**src/rtl/notation_serial.sv**
```systemverilog
// Sequential binary-to-BCD converter using shift-and-add-3 (double dabble).
// A conversion takes WIDTH+1 cycles from the accepting edge to the done pulse.
// The digits output holds the last complete result and never shows partial values.
module notation_serial #(
    parameter int unsigned WIDTH  = 8,
    parameter int unsigned DIGITS = 3
) (
    input  logic                  clk,
    input  logic                  rst,
    input  logic                  start,
    input  logic [WIDTH-1:0]      number,
    output logic                  busy,
    output logic                  done,
    output logic [4*DIGITS-1:0]   digits
);

    localparam int unsigned CW = (WIDTH > 1) ? $clog2(WIDTH) : 1;
    localparam logic [CW-1:0] LAST_SHIFT = CW'(WIDTH - 1);

    function automatic longint unsigned pow10(input int unsigned n);
        longint unsigned p;
        p = 1;
        for (int unsigned i = 0; i < n; i++) begin
            p = p * 10;
        end
        return p;
    endfunction

    // Reject parameter sets whose largest input cannot be represented in DIGITS.
    if (pow10(DIGITS) <= ((longint'(1) << WIDTH) - 1)) begin : g_digits_check
        $error("notation_serial: DIGITS too small for WIDTH");
    end

    typedef enum logic [1:0] {
        S_IDLE,
        S_SHIFT,
        S_FIN
    } state_t;

    state_t                r_state;
    state_t                w_next;
    logic [WIDTH-1:0]      r_shift;
    logic [4*DIGITS-1:0]   r_bcd;
    logic [4*DIGITS-1:0]   w_adj;
    logic [CW-1:0]         r_cnt;
    logic                  r_busy;
    logic                  r_done;
    logic [4*DIGITS-1:0]   r_digits;

    assign busy   = r_busy;
    assign done   = r_done;
    assign digits = r_digits;

    // State register.
    always_ff @(posedge clk or posedge rst) begin
        if (rst) begin
            r_state <= S_IDLE;
        end else begin
            r_state <= w_next;
        end
    end

    // Next-state logic: idle until start, WIDTH shift cycles, one finish cycle.
    always_comb begin
        w_next = r_state;
        case (r_state)
            S_IDLE:  if (start) w_next = S_SHIFT;
            S_SHIFT: if (r_cnt == LAST_SHIFT) w_next = S_FIN;
            S_FIN:   w_next = S_IDLE;
            default: w_next = S_IDLE;
        endcase
    end

    // Add 3 to every scratch digit of 5 or more ahead of this cycle's shift.
    always_comb begin
        w_adj = r_bcd;
        for (int unsigned i = 0; i < DIGITS; i++) begin
            if (r_bcd[4*i +: 4] >= 4'd5) begin
                w_adj[4*i +: 4] = r_bcd[4*i +: 4] + 4'd3;
            end
        end
    end

    // Datapath: load on start, shift {scratch, shift_reg} left, publish on finish.
    always_ff @(posedge clk or posedge rst) begin
        if (rst) begin
            r_shift  <= '0;
            r_bcd    <= '0;
            r_cnt    <= '0;
            r_busy   <= 1'b0;
            r_done   <= 1'b0;
            r_digits <= '0;
        end else begin
            r_done <= 1'b0;
            case (r_state)
                S_IDLE: begin
                    if (start) begin
                        r_shift <= number;
                        r_bcd   <= '0;
                        r_cnt   <= '0;
                        r_busy  <= 1'b1;
                    end
                end
                S_SHIFT: begin
                    r_bcd   <= {w_adj[4*DIGITS-2:0], r_shift[WIDTH-1]};
                    r_shift <= r_shift << 1;
                    r_cnt   <= r_cnt + CW'(1);
                end
                S_FIN: begin
                    r_digits <= r_bcd;
                    r_done   <= 1'b1;
                    r_busy   <= 1'b0;
                end
                default: ;
            endcase
        end
    end

endmodule

```
**config.mk**
```make
export PLATFORM = sky130hd
export DESIGN_NAME = notation_serial
export DESIGN_NICKNAME = d
export VERILOG_FILES = /design/src/rtl/notation_serial.sv
export SDC_FILE = /design/constraint.sdc
export NUM_CORES = 1
export LEC_CHECK = 0
export ABC_CLOCK_PERIOD_IN_PS = 1800
export BUFFER_PORTS_ARGS = -buffer_cell sky130_fd_sc_hd__buf_2
export CAP_MARGIN = 20
export CELL_PAD_IN_SITES_DETAIL_PLACEMENT = 0
export CELL_PAD_IN_SITES_GLOBAL_PLACEMENT = 1
export CORE_MARGIN = 2
export CORE_UTILIZATION = 30
export DETAILED_ROUTE_END_ITERATION = 7
export GPL_TIMING_DRIVEN = 0
export HOLD_SLACK_MARGIN = 0.05
export PLACE_DENSITY_LB_ADDON = 0.1
export SLEW_MARGIN = 20
export SYNTH_ARGS = -nofsm -noshare
export SYNTH_HDL_FRONTEND = slang
export SYNTH_SLANG_ARGS = --single-unit
```
**constraint.sdc**
```tcl
create_clock -name clk -period 1.8 [get_ports clk]
set_input_delay 0.36 -clock clk [delete_from_list [all_inputs] [get_ports clk]]
set_output_delay 0.36 -clock clk [all_outputs]
set_load 0.02 [all_outputs]
```
After elaboration in Yosys (flattened, before gate mapping)
Index checks and enable logic that the tools add are counted.
{"block": "word_totals", "regBits": 39, "latch_bits": 0, "ram_bits": 0, "romBits": 0, "inputBits": 11, "elab_cells": 40, "n_memories": 0}
{"block": "classes", "addsub": 4, "multipliers": 0, "n_div": 0, "magnitude_cmp": 3, "eq_ne": 5, "shifts": 0, "mux": 15, "bitwise": 0, "n_reduce_logical": 6}
{"cell": "$pmux 12 s2", "n": 1}
{"cell": "$pmux 8 s2", "n": 1}
{"cell": "$ge 4x3->1 const B", "n": 3}
{"cell": "$mux 12", "n": 1}
{"cell": "$add 4x2->4 const B", "n": 2}
{"cell": "$mux 4", "n": 2}
{"cell": "$mux 8", "n": 1}
{"cell": "$mux 3", "n": 2}
{"cell": "$pmux 3 s2", "n": 1}
{"cell": "$reduce_and 2->1", "n": 3}
{"cell": "$mux 2", "n": 2}
{"cell": "$ne 2x2->1 const B", "n": 2}
{"cell": "$pmux 2 s2", "n": 1}
{"cell": "$reduce_bool 2->1", "n": 2}
{"cell": "$add 3x1->3 const B", "n": 1}
{"cell": "$add 3x2->3 const B", "n": 1}
{"cell": "$eq 3x3->1 const B", "n": 1}
{"cell": "$eq 2x1->1 const B", "n": 1}
{"cell": "$eq 2x2->1 const B", "n": 1}
{"cell": "$logic_not 2->1", "n": 1}
{"cell": "$mux 1", "n": 2}
{"cell": "$pmux 1 s2", "n": 1}

Longest topological paths before layout
Gate-level depths: netlist (run 1).
{"block": "logic_depth", "word_depth": 3, "mapped_depth": 6, "mapped_depth_nobuf": 6}

Worst setup path before layout (run 1)
No wires, ideal clock.
{"block": "synth_timing", "kind": "reg2reg", "start": "register r_bcd[4]", "end": "register r_bcd[5]", "t_arrival_ns": 1.179, "t_required_ns": 1.674, "slack_ns": 0.495, "path_stages_with_launch": 7, "path_buffers": 0, "synth_period_minus_slack_ns": 1.305, "path_cell_list": "dfrtp_1 -> inv_1 -> ha_1 -> nand2b_1 -> a21oi_1 -> xnor2_1 -> o21ai_0"}
{"block": "synth_via", "elab_chain_cells": 3, "word_cells_on_any_way": 4}
{"element": "from (decl)", "line": "43", "text": "logic [4*DIGITS-1:0] r_bcd;"}
{"element": "from (signal assigned)", "line": "105", "text": "r_bcd <= {w_adj[4*DIGITS-2:0], r_shift[WIDTH-1]};"}
{"element": "$add 4x2->4 / $ge 4x3->1 (equally long branches)", "line": "79, 78"}
{"element": "$mux 4 *", "line": "78", "text": "if (r_bcd[4*i +: 4] >= 4'd5) begin"}
{"element": "$pmux 12 s2 *", "line": "95", "text": "case (r_state)"}
Mark *: on every way between the ends. The rest lies on a longest branch, timed or not.
A chain may end at the register's enable or synchronous reset.

Worst setup path after layout (run 1)
Ends and elaborated chain as after synthesis.

==> results.sh, run 1 <==
export IMPL_irDropWorstVdd_mv=0.512
export IMPL_drc=0
export IMPL_synth_xor_area_frac=0.0195
export IMPL_dp_hpwl_um=2500
export IMPL_cp_arrival_ns=1.65
export IMPL_cp_buffers_inverters=1
export IMPL_fin_skew_ns=0.00612
export IMPL_synth_avg_cell_area_um2=11.4
export IMPL_rsz0062_at_grt="no"
export IMPL_worstPathMaxFanout=5
export IMPL_htreeDepth=2
export IMPL_wl_um=3480
export IMPL_ys_ff_latch=39
export IMPL_leakage_nw=1.03
export IMPL_tightest_slew_ns=0.508
export IMPL_async_flop_share=1.00
export IMPL_clk_pin_slew_ns=0.08
export IMPL_synthSimpleGateAreaFrac=0.113
export IMPL_synthFlopType="dfrtp_1"
export IMPL_path_class="reg2reg"
export IMPL_stdcell_area_um2=2160
export IMPL_finalSetupViolCount=0
export IMPL_ys_seq_area_frac=0.543
export IMPL_synth_most_common_cell="dfrtp_1"
export IMPL_synthTopCellsByCount="dfrtp_1 (39), nand2_1 (19), o21ai_0 (13), mux2_2 (12), inv_1 (9)"
export IMPL_core_um2=5850
export IMPL_grt_max_degree=21
export IMPL_cts_resized_gates=0
export IMPL_drive_gt1_frac=0.300
export IMPL_critPathMaxStageDelay_ns=0.43
export IMPL_boundaryPins=25
export IMPL_grt_pass1_wl_um=6000
export IMPL_cts_tree="yes"
export IMPL_gp_congestion=0.712
export IMPL_cp_cell_sequence="inv_1 > ha_1 > nand2b_1 > a21oi_1 > xnor2_1 > o21ai_0"
export IMPL_synth_warnings=0
export IMPL_die_w_um=81.4
export IMPL_path_delay_family="flip-flops"
export IMPL_synth_mux_area_frac=0.114
export IMPL_start_util=0.307
export IMPL_final_util=0.368
export IMPL_cp_start_kind="flop"
export IMPL_worst_path_max_delay_cell="dfrtp_1"
export IMPL_ant_nets=0
export IMPL_synth_compound_area_share=0.108
export IMPL_insertion_delay_ns=0.29
export IMPL_n_fill_cell=588
export IMPL_place_area_um2=2040
export IMPL_postCtsHoldBufs=0
export IMPL_fin_nets=208
export IMPL_cts_sinks=39
export IMPL_grtUsageTotal=0.123
export IMPL_n_antenna_cell=0
export IMPL_period_minus_slack_ns=1.47
export IMPL_antenna_found_initial=0
export IMPL_synth_top_area_frac=0.543
export IMPL_clockBufferDepth=2
export IMPL_viasPerCell=4.63
export IMPL_final_hold_viol_count=0
export IMPL_die_area_um2=6620
export IMPL_drt_wirelength_per_cell_um=13.1
export IMPL_cts_buffers=5
export IMPL_drt_iter0_drc=24
export IMPL_cp_end_kind="flop"
export IMPL_num_rows=28
export IMPL_drtPass1Iterations=4
export IMPL_synth_cells=157
export IMPL_setup_tns_ns=0
export IMPL_synth_area_um2=1800
export IMPL_synthAdderAreaFrac=0.0557
export IMPL_cts_setup_buffers=0
export IMPL_die_y_um=81.4
export IMPL_root_buffer="clkbuf_8"
export IMPL_max_freq_ghz=0.679
export IMPL_syn_nets=176
export IMPL_synth_top_family_by_area="multiplexers"
export IMPL_maxCapViolations=0
export IMPL_synth_area_top_cells="dfrtp_1 (54%), mux2_2 (7.5%), ha_1 (5.6%)"
export IMPL_outcome="finished, final reports clean"
export IMPL_powerDensity_nw_per_um2=1760
export IMPL_synth_edf_count=0
export IMPL_yosysTopAreaCell="dfrtp_1"
export IMPL_gr_total_overflow=0
export IMPL_maxSlewViolCount=0
export IMPL_slew_headroom=0.661
export IMPL_post_route_period_util=0.819
export IMPL_hold_class="in2async"
export IMPL_vias=1226
export IMPL_port_buffers=24
export IMPL_area_growth_pct=20.0
export IMPL_grt_pass1_vias=1187
export IMPL_yosysUniqueCellTypes=27
export IMPL_cp_required_ns=1.97
## cells in the final DEF (no fill, tap or decap), types with 2 or more instances in the layout
| cell type | instances |
|---|---|
| xnor2_1 | 3 |
| nor2b_1 | 2 |
| o21ai_1 | 5 |
| buf_6 | 2 |
| clkbuf_1 | 2 |
| mux2_2 | 12 |
| o21ai_0 | 13 |
| dfrtp_1 | 39 |
| a21oi_1 | 4 |
| nand3_1 | 6 |
| inv_1 | 8 |
| nand2_1 | 19 |
| nor2_1 | 4 |
| nand2b_1 | 4 |
| nor3_2 | 3 |
| clkbuf_8 | 6 |
| o311ai_1 | 3 |
| mux2i_1 | 7 |
| ha_1 | 8 |
| buf_2 | 25 |
| a22o_1 | 3 |
| buf_4 | 2 |
## where the power goes
part	total (mW)	internal (mW)	switching (mW)
combinational	1.53	0.680	0.854
sequential	1.51	1.24	0.270
clock	0.750	0.449	0.301
## final timing paths
| check | cells after the start | start | slack, ns | to |
|---|---|---|---|---|
| worst max-delay path | 6 | r_bcd[4] | 0.33 | r_bcd[5] |
| worst min-delay path | 2 | rst | 0.09 | r_cnt[0] |
| worst max register to register | 6 | r_bcd[4] | 0.33 | r_bcd[5] |
| worst min register to register | 1 | r_state[1] | 0.47 | r_state[0] |
| max in group asynchronous | 3 | rst | 1.25 | digits[11] |
| min in group clk | 2 | number[0] | 0.33 | r_shift[0] |
## state kept, by name, indices dropped and copies added, names as in the netlist
name,cells
r_state,2
done,1
r_shift,8
r_cnt,3
busy,1
digits,12
r_bcd,12
## worst register-to-register path, stage by stage, from the launching register on
cell and delay [ns]:
dfrtp_1 0.43, inv_1 0.11, ha_1 0.21, nand2b_1 0.08, a21oi_1 0.28, xnor2_1 0.16, o21ai_0 0.09
## layer usage
metal / vias to the layer above / wire, um / global-route usage / share of wire
met5: - / 0 / 0 / 0
met4: 0 / 61 / 0.0508 / 0.018
met3: 6 / 127 / 0.0367 / 0.036
met2: 19 / 1710 / 0.194 / 0.49
met1: 602 / 1580 / 0.156 / 0.45
li1: 599 / - / - / -
## through the flow
stage	power, mW	worst slack [ns]	cells	hold WS (ns)
final	3.79	0.326	265	0.0902
after global placement	3.04	-0.0550	256	0.458
after floorplan	2.66	0.495	157	0.438
after detailed placement	3.11	0.331	257	0.413
after CTS	3.88	0.323	265	0.0890
after global routing	4.13	0.175	265	0.107
## cells by family (layout without fill, tap and decap cells)
group                      count (synthesis)  after routing
adders and majority gates                  8              8
AOI/OAI and AO/OA                         31             31
buffers and inverters                     16             49
xor gates and xnor gates                   4              4
DFF                                       39             39
and+or+nand+nor                           40             40
muxes                                     19             19
## layout make-up
type                       instances  area, um2  area share
sequential                        39        976       0.453
tap                               75       93.8      0.0435
buffer                             7       50.0      0.0232
clock inverter                     2       35.0      0.0163
timing repair buffer              25        148      0.0685
clock buffer                       6       82.6      0.0383
inverter                           9       33.8      0.0157
multi-input combinational        102        737       0.342
(Power assumes the default switching activity.)
==> run 2: changes to the inputs <==
ABC_CLOCK_PERIOD_IN_PS = 1300   (was 1800)
clock period = 1.3 ns   (was 1.8 ns; I/O delays follow)
==> run 2 against run 1 <==
  * Via count is 5.5% higher
  * Maximum frequency up 13%
  * Sequential share of layout area down 5.0 points
  * Clock skew fell by 0.0021 ns
  * Power grew 63%
  * Non-clock buffer count up 17
  * Global-route usage grew 0.65 points
  * Wire length is 13% higher
  * Critical path type unchanged
  * Critical endpoint is now r_bcd[1]
==> results.sh, run 2 (synthesis results as in run 1) <==
export IMPL_outcome="finished, final reports clean"
export IMPL_clockBufferDepth=2
export IMPL_layout_common_cells="dfrtp_1 (37), buf_2 (24), nand2_1 (19)"
export IMPL_die_w_um=81.4
export IMPL_fin_nets=225
export IMPL_cp_end_kind="flop"
export IMPL_grtUsageTotal=0.129
export IMPL_powerDensity_nw_per_um2=2540
export IMPL_tightest_slew_ns=0.268
export IMPL_final_hold_viol_count=0
export IMPL_gp_congestion=0.738
export IMPL_layout_commonest_cell="dfrtp_1"
export IMPL_die_y_um=81.4
export IMPL_worst_path_max_delay_cell="dfrtp_1"
export IMPL_cts_buffers=5
export IMPL_viasPerCell=4.59
export IMPL_insertion_delay_ns=0.29
export IMPL_finalSetupViolCount=0
export IMPL_path_class="reg2reg"
export IMPL_maxCapViolations=0
export IMPL_clk_pin_slew_ns=0.08
export IMPL_critPathMaxStageDelay_ns=0.41
export IMPL_cp_required_ns=1.47
export IMPL_ant_nets=0
export IMPL_fin_cells=282
export IMPL_fin_skew_ns=0.00398
export IMPL_cp_arrival_ns=1.47
export IMPL_boundaryPins=25
export IMPL_post_route_period_util=1.00
export IMPL_htreeDepth=2
export IMPL_rsz0062_at_grt="yes"
export IMPL_port_buffers=24
export IMPL_period_minus_slack_ns=1.30
export IMPL_grt_pass1_vias=1266
export IMPL_drt_wirelength_per_cell_um=14.0
export IMPL_cts_tree="yes"
export IMPL_leakage_nw=1.15
export IMPL_maxSlewViolCount=0
export IMPL_area_growth_pct=35.2
export IMPL_setup_tns_ns=0
export IMPL_drive_gt1_frac=0.469
export IMPL_gr_total_overflow=0
export IMPL_max_freq_ghz=0.769
export IMPL_wl_um=3930
export IMPL_antenna_found_initial=0
export IMPL_drtPass1Iterations=4
export IMPL_dp_hpwl_um=2460
export IMPL_drt_iter0_drc=25
export IMPL_start_util=0.307
export IMPL_die_area_um2=6620
export IMPL_n_antenna_cell=0
export IMPL_hold_class="in2reg"
export IMPL_root_buffer="clkbuf_8"
export IMPL_slew_headroom=0.822
export IMPL_drc=0
export IMPL_irDropWorstVdd_mv=0.886
export IMPL_cp_cell_sequence="ha_2 > nand2b_4 > a21oi_4 > xnor2_1 > o21ai_1"
export IMPL_grt_max_degree=31
export IMPL_cts_sinks=39
export IMPL_dp_cells=257
export IMPL_cp_start_kind="flop"
export IMPL_grt_pass1_wl_um=6310
export IMPL_vias=1294
export IMPL_num_rows=28
export IMPL_core_um2=5850
export IMPL_worstPathMaxFanout=4
run 2: metal layers:
metal,vias to the layer above,track usage,part of all wire
li1,639,-,-
met1,634,0.168,0.45
met4,0,0.0407,0.0071
met2,19,0.205,0.51
met3,2,0.0400,0.031
met5,-,0,0
run 2: where the power goes:
group | total, mW | internal (mW) | switching, mW
clock network | 1.05 | 0.621 | 0.430
registers | 2.12 | 1.72 | 0.398
logic | 3.01 | 1.53 | 1.48
run 2: repair_timing:
action / CTS / global route
gates resized for setup: 17 / 25
pin swaps: 7 / 10
hold buffers: 1 / 0
setup endpoints to repair: 24 / 34
hold endpoints to repair: 9 / 0
setup buffers: 8 / 8
run 2: metrics by stage:
stage                     utilization  hold slack (ns)  instance area (um2)  setup WS (ns)  power [mW]
final                           0.415            0.235                 2430       0.000184        6.18
after global routing            0.415            0.221                 2430        -0.0479        6.65
after CTS                       0.391            0.229                 2290         0.0109        5.73
after detailed placement        0.348            0.198                 2030         -0.119        4.29
after global placement          0.344            0.456                 2010         -0.452        4.21
after floorplan                     -            0.430                 1800         0.0139        3.70
run 2: worst paths after layout:
path / from / cells past startpoint / end / slack [ns]
worst min register to register: r_state[1] / 1 / r_state[0] / 0.48
min in group asynchronous: rst / 3 / r_shift[4] / 0.43
worst max-delay path: r_bcd[0] / 5 / r_bcd[1] / 0.0002
worst max register to register: r_bcd[0] / 5 / r_bcd[1] / 0.0002
worst min-delay path: number[0] / 2 / r_shift[0] / 0.24
max in group asynchronous: rst / 4 / r_state[0] / 0.42
run 2: final cells by class:
type                            count  area [um2]
Fill cell                         586        3420
Clock inverter                      2        35.0
Sequential cell                    39         978
Inverter                            9        33.8
Multi-Input combinational cell    102         863
Tap cell                           75        93.8
Clock buffer                        6        82.6
Timing Repair Buffer               42         270
Buffer                              7        71.3
run 2: critical path, delay by kind of cell (launching register included):
family	cells	cell delay, ns
AOI/OAI and AO/OA	2	0.30
xor gates and xnor gates	1	0.15
adders and majority gates	1	0.19
DFF	1	0.41
and+or+nand+nor	1	0.14
